`src/rtl/ascii_console.sv`:
```
// Character console front end: turns a stream of ASCII codes into text-buffer cell writes with cursor control.
// Optional build macro CONSOLE_TAB_EN: 0x09 advances the cursor to the next tab stop (every 8 columns).
module ascii_console #(
  parameter int unsigned COLS = 80,
  parameter int unsigned ROWS = 60
) (
  input  logic        clk,
  input  logic        rst,
  input  logic        char_valid,
  input  logic [7:0]  char_data,
  input  logic [23:0] char_color,
  output logic        char_ready,
  output logic        ascii_write_en,
  output logic [12:0] ascii_write_address,
  output logic [31:0] ascii_input,
  output logic [6:0]  cursor_col,
  output logic [5:0]  cursor_row,
  output logic        busy
);

  localparam int unsigned ADDR_W = 13;
  localparam int unsigned COL_W  = 7;
  localparam int unsigned ROW_W  = 6;
  localparam logic [7:0]  SPACE  = 8'h20;

  typedef enum logic [1:0] {
    S_IDLE,
    S_WRITE,
    S_CLEAR_LINE,
    S_CLEAR_SCREEN
  } state_t;

  state_t              state_q, state_d;
  logic [COL_W-1:0]    col_q, col_d;
  logic [ROW_W-1:0]    row_q, row_d;
  logic [23:0]         color_q, color_d;
  logic [7:0]          char_q, char_d;
  logic [ADDR_W-1:0]   addr_q, addr_d;
  logic [ADDR_W-1:0]   cnt_q, cnt_d;
  logic                wrap_q, wrap_d;
  logic                do_lf;

  logic [ROW_W-1:0]    row_adv;
  logic [ADDR_W-1:0]   cur_addr;
  logic [ADDR_W-1:0]   adv_base;

  // Row advance wraps to the top; no scrolling.
  assign row_adv  = (row_q == ROW_W'(ROWS - 1)) ? '0 : row_q + ROW_W'(1);
  assign cur_addr = ADDR_W'(row_q) * ADDR_W'(COLS) + ADDR_W'(col_q);
  assign adv_base = ADDR_W'(row_adv) * ADDR_W'(COLS);

`ifdef CONSOLE_TAB_EN
  localparam logic [7:0] COLS_B = 8'(COLS);
  logic [7:0] tab_col;
  assign tab_col = {1'b0, col_q[COL_W-1:3], 3'b000} + 8'd8;
`endif

  always_ff @(posedge clk) begin
    if (rst) begin
      state_q <= S_CLEAR_SCREEN;
      col_q   <= '0;
      row_q   <= '0;
      color_q <= 24'hFFFFFF;
      char_q  <= SPACE;
      addr_q  <= '0;
      cnt_q   <= '0;
      wrap_q  <= 1'b0;
    end else begin
      state_q <= state_d;
      col_q   <= col_d;
      row_q   <= row_d;
      color_q <= color_d;
      char_q  <= char_d;
      addr_q  <= addr_d;
      cnt_q   <= cnt_d;
      wrap_q  <= wrap_d;
    end
  end

  always_comb begin
    state_d = state_q;
    col_d   = col_q;
    row_d   = row_q;
    color_d = color_q;
    char_d  = char_q;
    addr_d  = addr_q;
    cnt_d   = cnt_q;
    wrap_d  = wrap_q;
    do_lf   = 1'b0;

    unique case (state_q)
      S_IDLE: begin
        if (char_valid && char_ready) begin
          color_d = char_color;
          char_d  = char_data;
          case (char_data)
            8'h0A: do_lf = 1'b1;
            8'h0D: col_d = '0;
            8'h08: begin
              if (col_q != '0) begin
                col_d   = col_q - COL_W'(1);
                addr_d  = cur_addr - ADDR_W'(1);
                char_d  = SPACE;
                wrap_d  = 1'b0;
                state_d = S_WRITE;
              end
            end
            8'h0C: begin
              col_d   = '0;
              row_d   = '0;
              addr_d  = '0;
              char_d  = SPACE;
              state_d = S_CLEAR_SCREEN;
            end
`ifdef CONSOLE_TAB_EN
            8'h09: begin
              if (tab_col >= COLS_B) do_lf = 1'b1;
              else                   col_d = tab_col[COL_W-1:0];
            end
`endif
            default: begin
              addr_d  = cur_addr;
              state_d = S_WRITE;
              if (col_q == COL_W'(COLS - 1)) begin
                col_d  = '0;
                row_d  = row_adv;
                wrap_d = 1'b1;
              end else begin
                col_d  = col_q + COL_W'(1);
                wrap_d = 1'b0;
              end
            end
          endcase
          // Line feed (or a tab past the last stop) clears the freshly entered row.
          if (do_lf) begin
            col_d   = '0;
            row_d   = row_adv;
            addr_d  = adv_base;
            cnt_d   = '0;
            char_d  = SPACE;
            state_d = S_CLEAR_LINE;
          end
        end
      end
      S_WRITE: begin
        wrap_d = 1'b0;
        if (wrap_q) begin
          addr_d  = cur_addr;
          cnt_d   = '0;
          char_d  = SPACE;
          state_d = S_CLEAR_LINE;
        end else begin
          state_d = S_IDLE;
        end
      end
      S_CLEAR_LINE: begin
        addr_d = addr_q + ADDR_W'(1);
        cnt_d  = cnt_q + ADDR_W'(1);
        if (cnt_q == ADDR_W'(COLS - 1)) state_d = S_IDLE;
      end
      S_CLEAR_SCREEN: begin
        addr_d = addr_q + ADDR_W'(1);
        if (addr_q == ADDR_W'(ROWS * COLS - 1)) state_d = S_IDLE;
      end
      default: state_d = S_IDLE;
    endcase
  end

  // Outputs are forced quiet while reset is held.
  assign char_ready          = !rst && (state_q == S_IDLE);
  assign busy                = rst || (state_q != S_IDLE);
  assign ascii_write_en      = !rst && (state_q != S_IDLE);
  assign ascii_write_address = rst ? '0 : addr_q;
  assign ascii_input         = rst ? '0 : {char_q, color_q};
  assign cursor_col          = col_q;
  assign cursor_row          = row_q;

endmodule

```
`config.mk`:
```
export PLATFORM = sky130hd
export DESIGN_NAME = ascii_console
export DESIGN_NICKNAME = d
export VERILOG_FILES = /design/src/rtl/ascii_console.sv
export SDC_FILE = /design/constraint.sdc
export NUM_CORES = 1
export LEC_CHECK = 0
export ABC_AREA = 1
export ABC_CLOCK_PERIOD_IN_PS = 3500
export CAP_MARGIN = 20
export CORE_MARGIN = 5
export CORE_UTILIZATION = 40
export CTS_BUF_LIST = sky130_fd_sc_hd__clkbuf_4
export DETAILED_ROUTE_END_ITERATION = 8
export PLACE_DENSITY_LB_ADDON = 0.08
export SLEW_MARGIN = 20
export SYNTH_ARGS = -nofsm -noshare
export SYNTH_HDL_FRONTEND = slang
export SYNTH_SLANG_ARGS = --single-unit
export TNS_END_PERCENT = 30
```
`constraint.sdc`:
```
create_clock -name clk -period 3.5 [get_ports clk]
set_input_delay 0.875 -clock clk [delete_from_list [all_inputs] [get_ports clk]]
set_output_delay 0.875 -clock clk [all_outputs]
set_load 0.005 [all_outputs]
```
==> results.md, run 1 <==
* Final antenna-violating net count at 0
* Setup TNS Final at 0 ps
* Drt total wl at 15,480 um
* Remaining DRCs at 0
* Synth-to-Final Area Change at 24.48%
* Via count at 5,671
* Top Ports at 96
* Worst setup margin at 478.2 ps
* Post-CTS Hold Buffers at 0
* Met3 Wirelength at 1049 um
* Starting Density at 40.95%
* Hold/Removal Path Class: flop to flop
* Row cnt at roughly 40
* Initial DRC Count at 453
* Worst r2r src: cursor_row[0]$_SDFFE_PP0P_
* DR WL met2 at between 7000 and 8000 um
* Area of the die at about 0.015 mm2
* Max rail drop VDD at approximately 200 uV
* Main synth FF type: dfxtp_1
* Largest net degree at the start of global routing at 49
* Arrival time of the worst setup path at 3430 ps
* # nets final at 979
* Endpoint, Worst Hold: cnt_q[11]$_SDFFE_PP0P_
* Cell-internal power at 1.084 mW
* Startpoint Class: flop
* Measured slew at the worst slew-check pin at approximately 460 ps
* Die width at 123.9 um
* Vias per inst at roughly 5.2
* Clk Latency, worst-skew pair at between 400 and 500 ps
* R2R depth at 16
* Cells after synthesis at between 800 and 900
* Switching Share at 26.39%
* Synthesized area at 0.005189 mm2
* Clock network power share at 33.0%
* Drt pass-1 iters at 6
* PwrDens at 228.1 mW/mm2
* Worst R2R Setup Slack at around 480 ps
* Total CTS buffers at 9
* Per-instance average area after synthesis at 6.289 um2
* Pre-CTS WS at 496.1 ps
* FFs w/ async S/R, synth at 0%
* Root Driver: clkbuf_4
* Clock-pin slew on the worst setup and hold paths at 130 ps
* Clock skew at 14.73 ps
* Post-cts resize count at 0
* Hpwl dp at 11,790 um
* CTS H-Tree Depth at 3
* Avg WL per Cell at 14.15 um
* Area of the core at 0.01267 mm2
* Setup Crit Path Kind: flop to flop
* Setup repair bufs after CTS at 0
* First-pass GRT wire length at 26,010 um
* Worst-path fanout max at 7
* Number of synthesized flops with an enable pin at 0
* Seq cells post-synth at 74
* Final setup violation count at 0
* Initial antenna violation count at 1
* Die Ht at 123.9 um
* Sequential power share at 57.6%
* Sequential area share after synthesis at 28.55%
* Top layer used by detailed routing: met4
* Vias in the first global route at 5,438
* Yosys warnings at 0
* Crit. End Element: flop
* Min Tclk post-route at 3022 ps
* PortBufs at 95
* Sw Pwr at roughly 0.39 mW
* Gr usage total at a little over a fifth
* RSZ-0062 raised after global routing: no
* Syn Nets at between 800 and 900
* Clock Sink Count at between 70 and 80
* Hold Startpoint: cnt_q[11]$_SDFFE_PP0P_
* MaxCap Viol Count at 0
* Max Clock Freq at approximately 0.33 GHz
* Outcome: complete, no violations
* P_leak at 2.903 nW
* Fin util at 50.97%
* Hold WS at 486.4 ps
* GPL Wtd Cong at slightly below 0.9
* CP required at ~3900 ps
* Comb pwr share at about a tenth
* Max_slew headroom at 69.43%
* Synth cell types at 41
* Reg-to-Reg End: addr_q[12]$_SDFFE_PP0P_
* Pins Over Slew Limit at 0
* Grt ovf at 0
* Share of layout cells above drive strength 1 at 5.429%
* Final period util at 86.34%
* CTS tree: built
* Hold depth at 2
* Endpoints failing hold at 0
* M1 WL at 6728 um
* Max Root-Sink Buffers at 2
[layer usage]
layer / global-route usage (%) / vias to the layer above
met5: 0 / -
met3: 5.858 / 25
li1: - / 2875
met1: 26.48 / 2564
met2: 35.55 / 207
met4: 6.434 / 0
[power by group through the flow]
stage / clock, mW / combinational (mW) / sequential (mW)
2_1_floorplan: 0 / 0.0494 / 0.866
3_3_place_gp: 0 / 0.140 / 0.867
3_5_place_dp: 0 / 0.140 / 0.867
4_1_cts: 0.513 / 0.141 / 0.848
5_1_grt: 0.548 / 0.153 / 0.849
6_report: 0.485 / 0.139 / 0.848
[metrics by stage]
stage | power, mW | std cells | instance area, um2
finish | 1.473 | 1094 | 6459
global route | 1.550 | 1094 | 6459
CTS | 1.503 | 1093 | 6456
detailed placement | 1.007 | 1077 | 6342
global placement | 1.007 | 1077 | 6342
floorplan | 0.9157 | 825 | 5189
[cell usage after synthesis (2+ instances only)]
| master | n | area, um2 |
|---|---|---|
| clkinv_1 | 2 | 7.510 |
| o22ai_1 | 6 | 37.54 |
| o21ai_0 | 68 | 340.3 |
| o211ai_1 | 5 | 37.54 |
| ha_1 | 25 | 312.8 |
| o31ai_1 | 4 | 30.03 |
| nor4_1 | 5 | 31.28 |
| nor2_4 | 3 | 33.78 |
| nor3_1 | 11 | 55.05 |
| buf_1 | 3 | 11.26 |
| clkbuf_1 | 19 | 71.32 |
| inv_2 | 6 | 22.52 |
| nand4_1 | 14 | 87.58 |
| nand3_1 | 80 | 400.4 |
| nand3_2 | 2 | 20.02 |
| nand2_1 | 138 | 518.0 |
| a31oi_1 | 6 | 37.54 |
| nor2_2 | 3 | 18.77 |
| a21oi_1 | 54 | 270.3 |
| xor2_1 | 8 | 70.07 |
| a211oi_1 | 6 | 45.04 |
| o21ai_1 | 13 | 65.06 |
| a22oi_1 | 2 | 15.01 |
| nand2_2 | 3 | 18.77 |
| inv_1 | 136 | 510.5 |
| nor2_1 | 108 | 405.4 |
| xnor2_1 | 3 | 26.28 |
| buf_2 | 4 | 20.02 |
| fa_1 | 3 | 60.06 |
| dfxtp_1 | 74 | 1481 |
[state kept, by name, summed over array words and instances (netlist names)]
signal and flops:
addr_q 13, char_q 8, cnt_q 13, color_q 24, cursor_col 7, cursor_row 6
state_q 2, wrap_q 1
[cells in the final DEF (no fill, tap or decap), types with 4 or more instances in the layout]
cell,n
a211oi_1,6
nand3_1,80
nor4_1,5
dfxtp_1,74
buf_4,11
xor2_1,8
o211ai_1,5
o21ai_1,13
o22ai_1,6
nand4_1,14
o31ai_1,4
o21ai_0,68
clkbuf_4,11
inv_2,6
nand2_1,138
a21oi_1,54
inv_1,136
nor3_1,11
nor2_1,108
a31oi_1,6
ha_1,25
clkdlybuf4s50_1,94
[cell families (layout without fill, tap and decap cells)]
kind of cell    count (synthesis)  count (layout)  synth area share [%]
simple gates                  373             373                 32.22
fa+ha+maj                      28              28                 7.186
buf+inv                       171             267                 12.54
flops                          74              74                 28.55
compound gates                168             168                 17.65
other cells                     0               1                     0
xor+xnor                       11              11                 1.857
[how the worst max path moves through the flow]
stage | cells after the start | slack, ps | start | end
2_1_floorplan | 4 | 820 | rst | ascii_input[10]
3_3_place_gp | 16 | 490 | cursor_row[0]$_SDFFE_PP0P_ | addr_q[12]$_SDFFE_PP0P_
3_5_place_dp | 13 | 500 | char_data[3] | addr_q[9]$_SDFFE_PP0P_
4_1_cts | 4 | 440 | state_q[0]$_SDFFE_PP1P_ | char_ready
5_1_grt | 16 | 170 | cursor_row[0]$_SDFFE_PP0P_ | addr_q[12]$_SDFFE_PP0P_
6_report | 16 | 480 | cursor_row[0]$_SDFFE_PP0P_ | addr_q[12]$_SDFFE_PP0P_
[critical path, stage by stage, from the launching register on]
cell and delay (ps):
dfxtp_1 520, ha_1 270, nand3_1 130, o21ai_0 110
nand3_1 90, nand2_1 130, inv_1 100, ha_1 300
ha_1 350, nand3_1 90, nand2_1 100, a21oi_1 70
nor4_1 400, nor2_1 90, nand3_1 90, nor2_1 50
nor2_1 70
[area by class of cell]
cell class / instances / area, um2
Fill cell: 1307 / 6212
Multi-Input combinational cell: 580 / 3057
Sequential cell: 74 / 1481
Timing Repair Buffer: 107 / 1049
Inverter: 144 / 540.5
Tap cell: 172 / 215.2
Clock buffer: 11 / 82.58
Clock inverter: 5 / 31.28
Antenna cell: 1 / 2.502
Power figures use the tool's default switching activity.
==> run 2, diff against run 1 <==
Settings changed: CORE_UTILIZATION 40 to 55.
==> results.md, run 2 (synthesis results as in run 1) <==
* Pre-CTS WS at 365.1 ps (-130.9 ps)
* PortBufs at 95 (unchanged)
* Clk Latency, worst-skew pair at 430 ps (-30 ps)
* PwrDens at 239.4 mW/mm2 (+5.0%)
* CTS tree: built
* Via count at 5,735 (+1.1%)
* Vias in the first global route at 5,662 (+4.1%)
* Worst-path fanout max at 28 (+21)
* Final setup violation count at 0 (unchanged)
* Slowest stage delay, CP at 460 ps (-60 ps)
* Area of the die at 0.01148 mm2 (-25%)
* Initial antenna violation count at 0 (-1)
* Hpwl dp at 11,350 um (-3.8%)
* Max_slew headroom at 64.86% (-4.6 points)
* Initial DRC Count at 487 (+7.5%)
* Row cnt at 35 (-15%)
* Hold/Removal Path Class: flop to flop
* Root Driver: clkbuf_4
* Measured slew at the worst slew-check pin at 527.1 ps (+71.59 ps)
* Startpoint Class: primary input
* Largest net degree at the start of global routing at 50 (+2.0%)
* P_leak at 2.896 nW (-0.24%)
* Max rail drop VDD at 182.8 uV (-8.3%)
* Number of diodes at 0 (-1)
* Min Tclk post-route at 3135 ps (+113.5 ps)
* Final antenna-violating net count at 0 (unchanged)
* RSZ-0062 raised after global routing: no
* Outcome: complete, no violations
* Total CTS buffers at 9 (unchanged)
* Clock Sink Count at 74 (unchanged)
* Largest register FFs at 24 (unchanged)
* Commonest non-fill, non-tap cell in the layout: nand2_1
* Grt ovf at 0 (unchanged)
* Setup Crit Path Kind: primary input to primary output
* Vias per inst at 5.467 (+5.5%)
* Commonest non-fill, non-tap cells in the layout: nand2_1, inv_1, nor2_1
* GPL Wtd Cong at 0.9281 (+5.4%)
* Max Root-Sink Buffers at 2 (unchanged)
* CP required at 2620 ps (-1290 ps)
* Largest regs: color_q: 24 flops, addr_q: 13 flops, cnt_q: 13 flops
* Die Ht at 107.1 um (-14%)
* Max Clock Freq at 0.3190 GHz (-3.6%)
* # nets final at 978 (-0.10%)
* Arrival time of the worst setup path at 2260 ps (-1170 ps)
* Post-cts resize count at 0 (unchanged)
* Post-CTS Hold Buffers at 0 (unchanged)
* Share of layout cells above drive strength 1 at 5.326% (-0.10 points)
* Clock-pin slew on the worst setup and hold paths at 130 ps (about the same)
* Final period util at 89.58% (+3.2 points)
* Worst setup margin at 364.7 ps (-113.5 ps)
* Avg WL per Cell at 14.26 um (+0.75%)
* Crit. End Element: primary output
* Area of the core at 0.009240 mm2 (-27%)
* Endpoints failing hold at 0 (unchanged)
* Setup repair bufs after CTS at 0 (unchanged)
* Synth-to-Final Area Change at 23.54%
* Clock skew at 21.95 ps (+7.221 ps)
* Drt total wl at 14,960 um (-3.4%)
* Setup TNS Final at 0 ps (unchanged)
* Fin util at 69.37% (+18 points)
* First-pass GRT wire length at 25,270 um (-2.8%)
* Post-route cell area at 0.006410 mm2 (-0.76%)
* MaxCap Viol Count at 0 (unchanged)
* Drt pass-1 iters at 5 (-1)
* Starting Density at 56.15% (+15 points)
* Largest Register: color_q
* Pins Over Slew Limit at 0 (unchanged)
* Worst path cell trace: buf_2, buf_4, nor2_1, clkdlybuf4s50_1
* Post-placement cell area at 0.006269 mm2 (-1.2%)
* Die width at 107.1 um (-14%)
* Gr usage total at 26.62% (+5.4 points)
* Top Ports at 96 (unchanged)
* Slowest CP cell: clkdlybuf4s50_1
* CTS H-Tree Depth at 3 (unchanged)
* Remaining DRCs at 0 (unchanged)
==> run 2: cell count changes in the layout (fill, tap and decap cells not counted), sizes merged <==
cell      before  now
inv          142  143
clkinvlp       1    3
clkinv         6    3
diode          1    0
clkbuf        11   10
buf           13   12
bufinv         0    1
==> run 2: cell type report <==
class	instances	area (um2)
tap	129	161.4
fill	804	2830
clock buffer	10	75.07
clock inverter	6	66.31
sequential	74	1481
inverter	144	540.5
multi-input combinational	580	3057
timing repair buffer	106	1028
==> run 2: worst max-delay path, delay by kind of cell <==
kind,cells,cell delay (ps)
buffers and inverters,3,1270
AND/OR/NAND/NOR,1,90
==> run 2: path summary, 6_finish.rpt <==
path	to	slack, ps	start	depth (start not counted)
worst max-delay path	ascii_input[9]	360	rst	4
worst min-delay path	cnt_q[9]$_SDFFE_PP0P_	470	cnt_q[9]$_SDFFE_PP0P_	2
worst max register to register	addr_q[12]$_SDFFE_PP0P_	510	cursor_row[0]$_SDFFE_PP0P_	16
worst min register to register	cnt_q[9]$_SDFFE_PP0P_	470	cnt_q[9]$_SDFFE_PP0P_	2
==> run 2: per-layer routing <==
layer | GRT usage (%) | up-vias | wire length (um)
met5 | 0 | - | 0
li1 | - | 2875 | -
met3 | 5.178 | 42 | 986
met1 | 31.83 | 2577 | 6318
met2 | 45.84 | 241 | 7253
met4 | 12.15 | 0 | 399
==> run 2: through the flow <==
stage	instances	hold WS, ps	power, mW
finish	1049	473.7	1.535
global route	1049	510.4	1.593
CTS	1049	477.3	1.546
detailed placement	1033	459.8	1.001
global placement	1033	453.7	0.9990
floorplan	825	436.7	0.9157
==> run 2: where the power goes <==
group / total (mW) / switching [mW] / leakage (nW) / internal [mW]
sequential: 0.849 / 0.00352 / 0.598 / 0.845
combinational: 0.135 / 0.0572 / 2.23 / 0.0778
clock: 0.551 / 0.325 / 0.0690 / 0.227
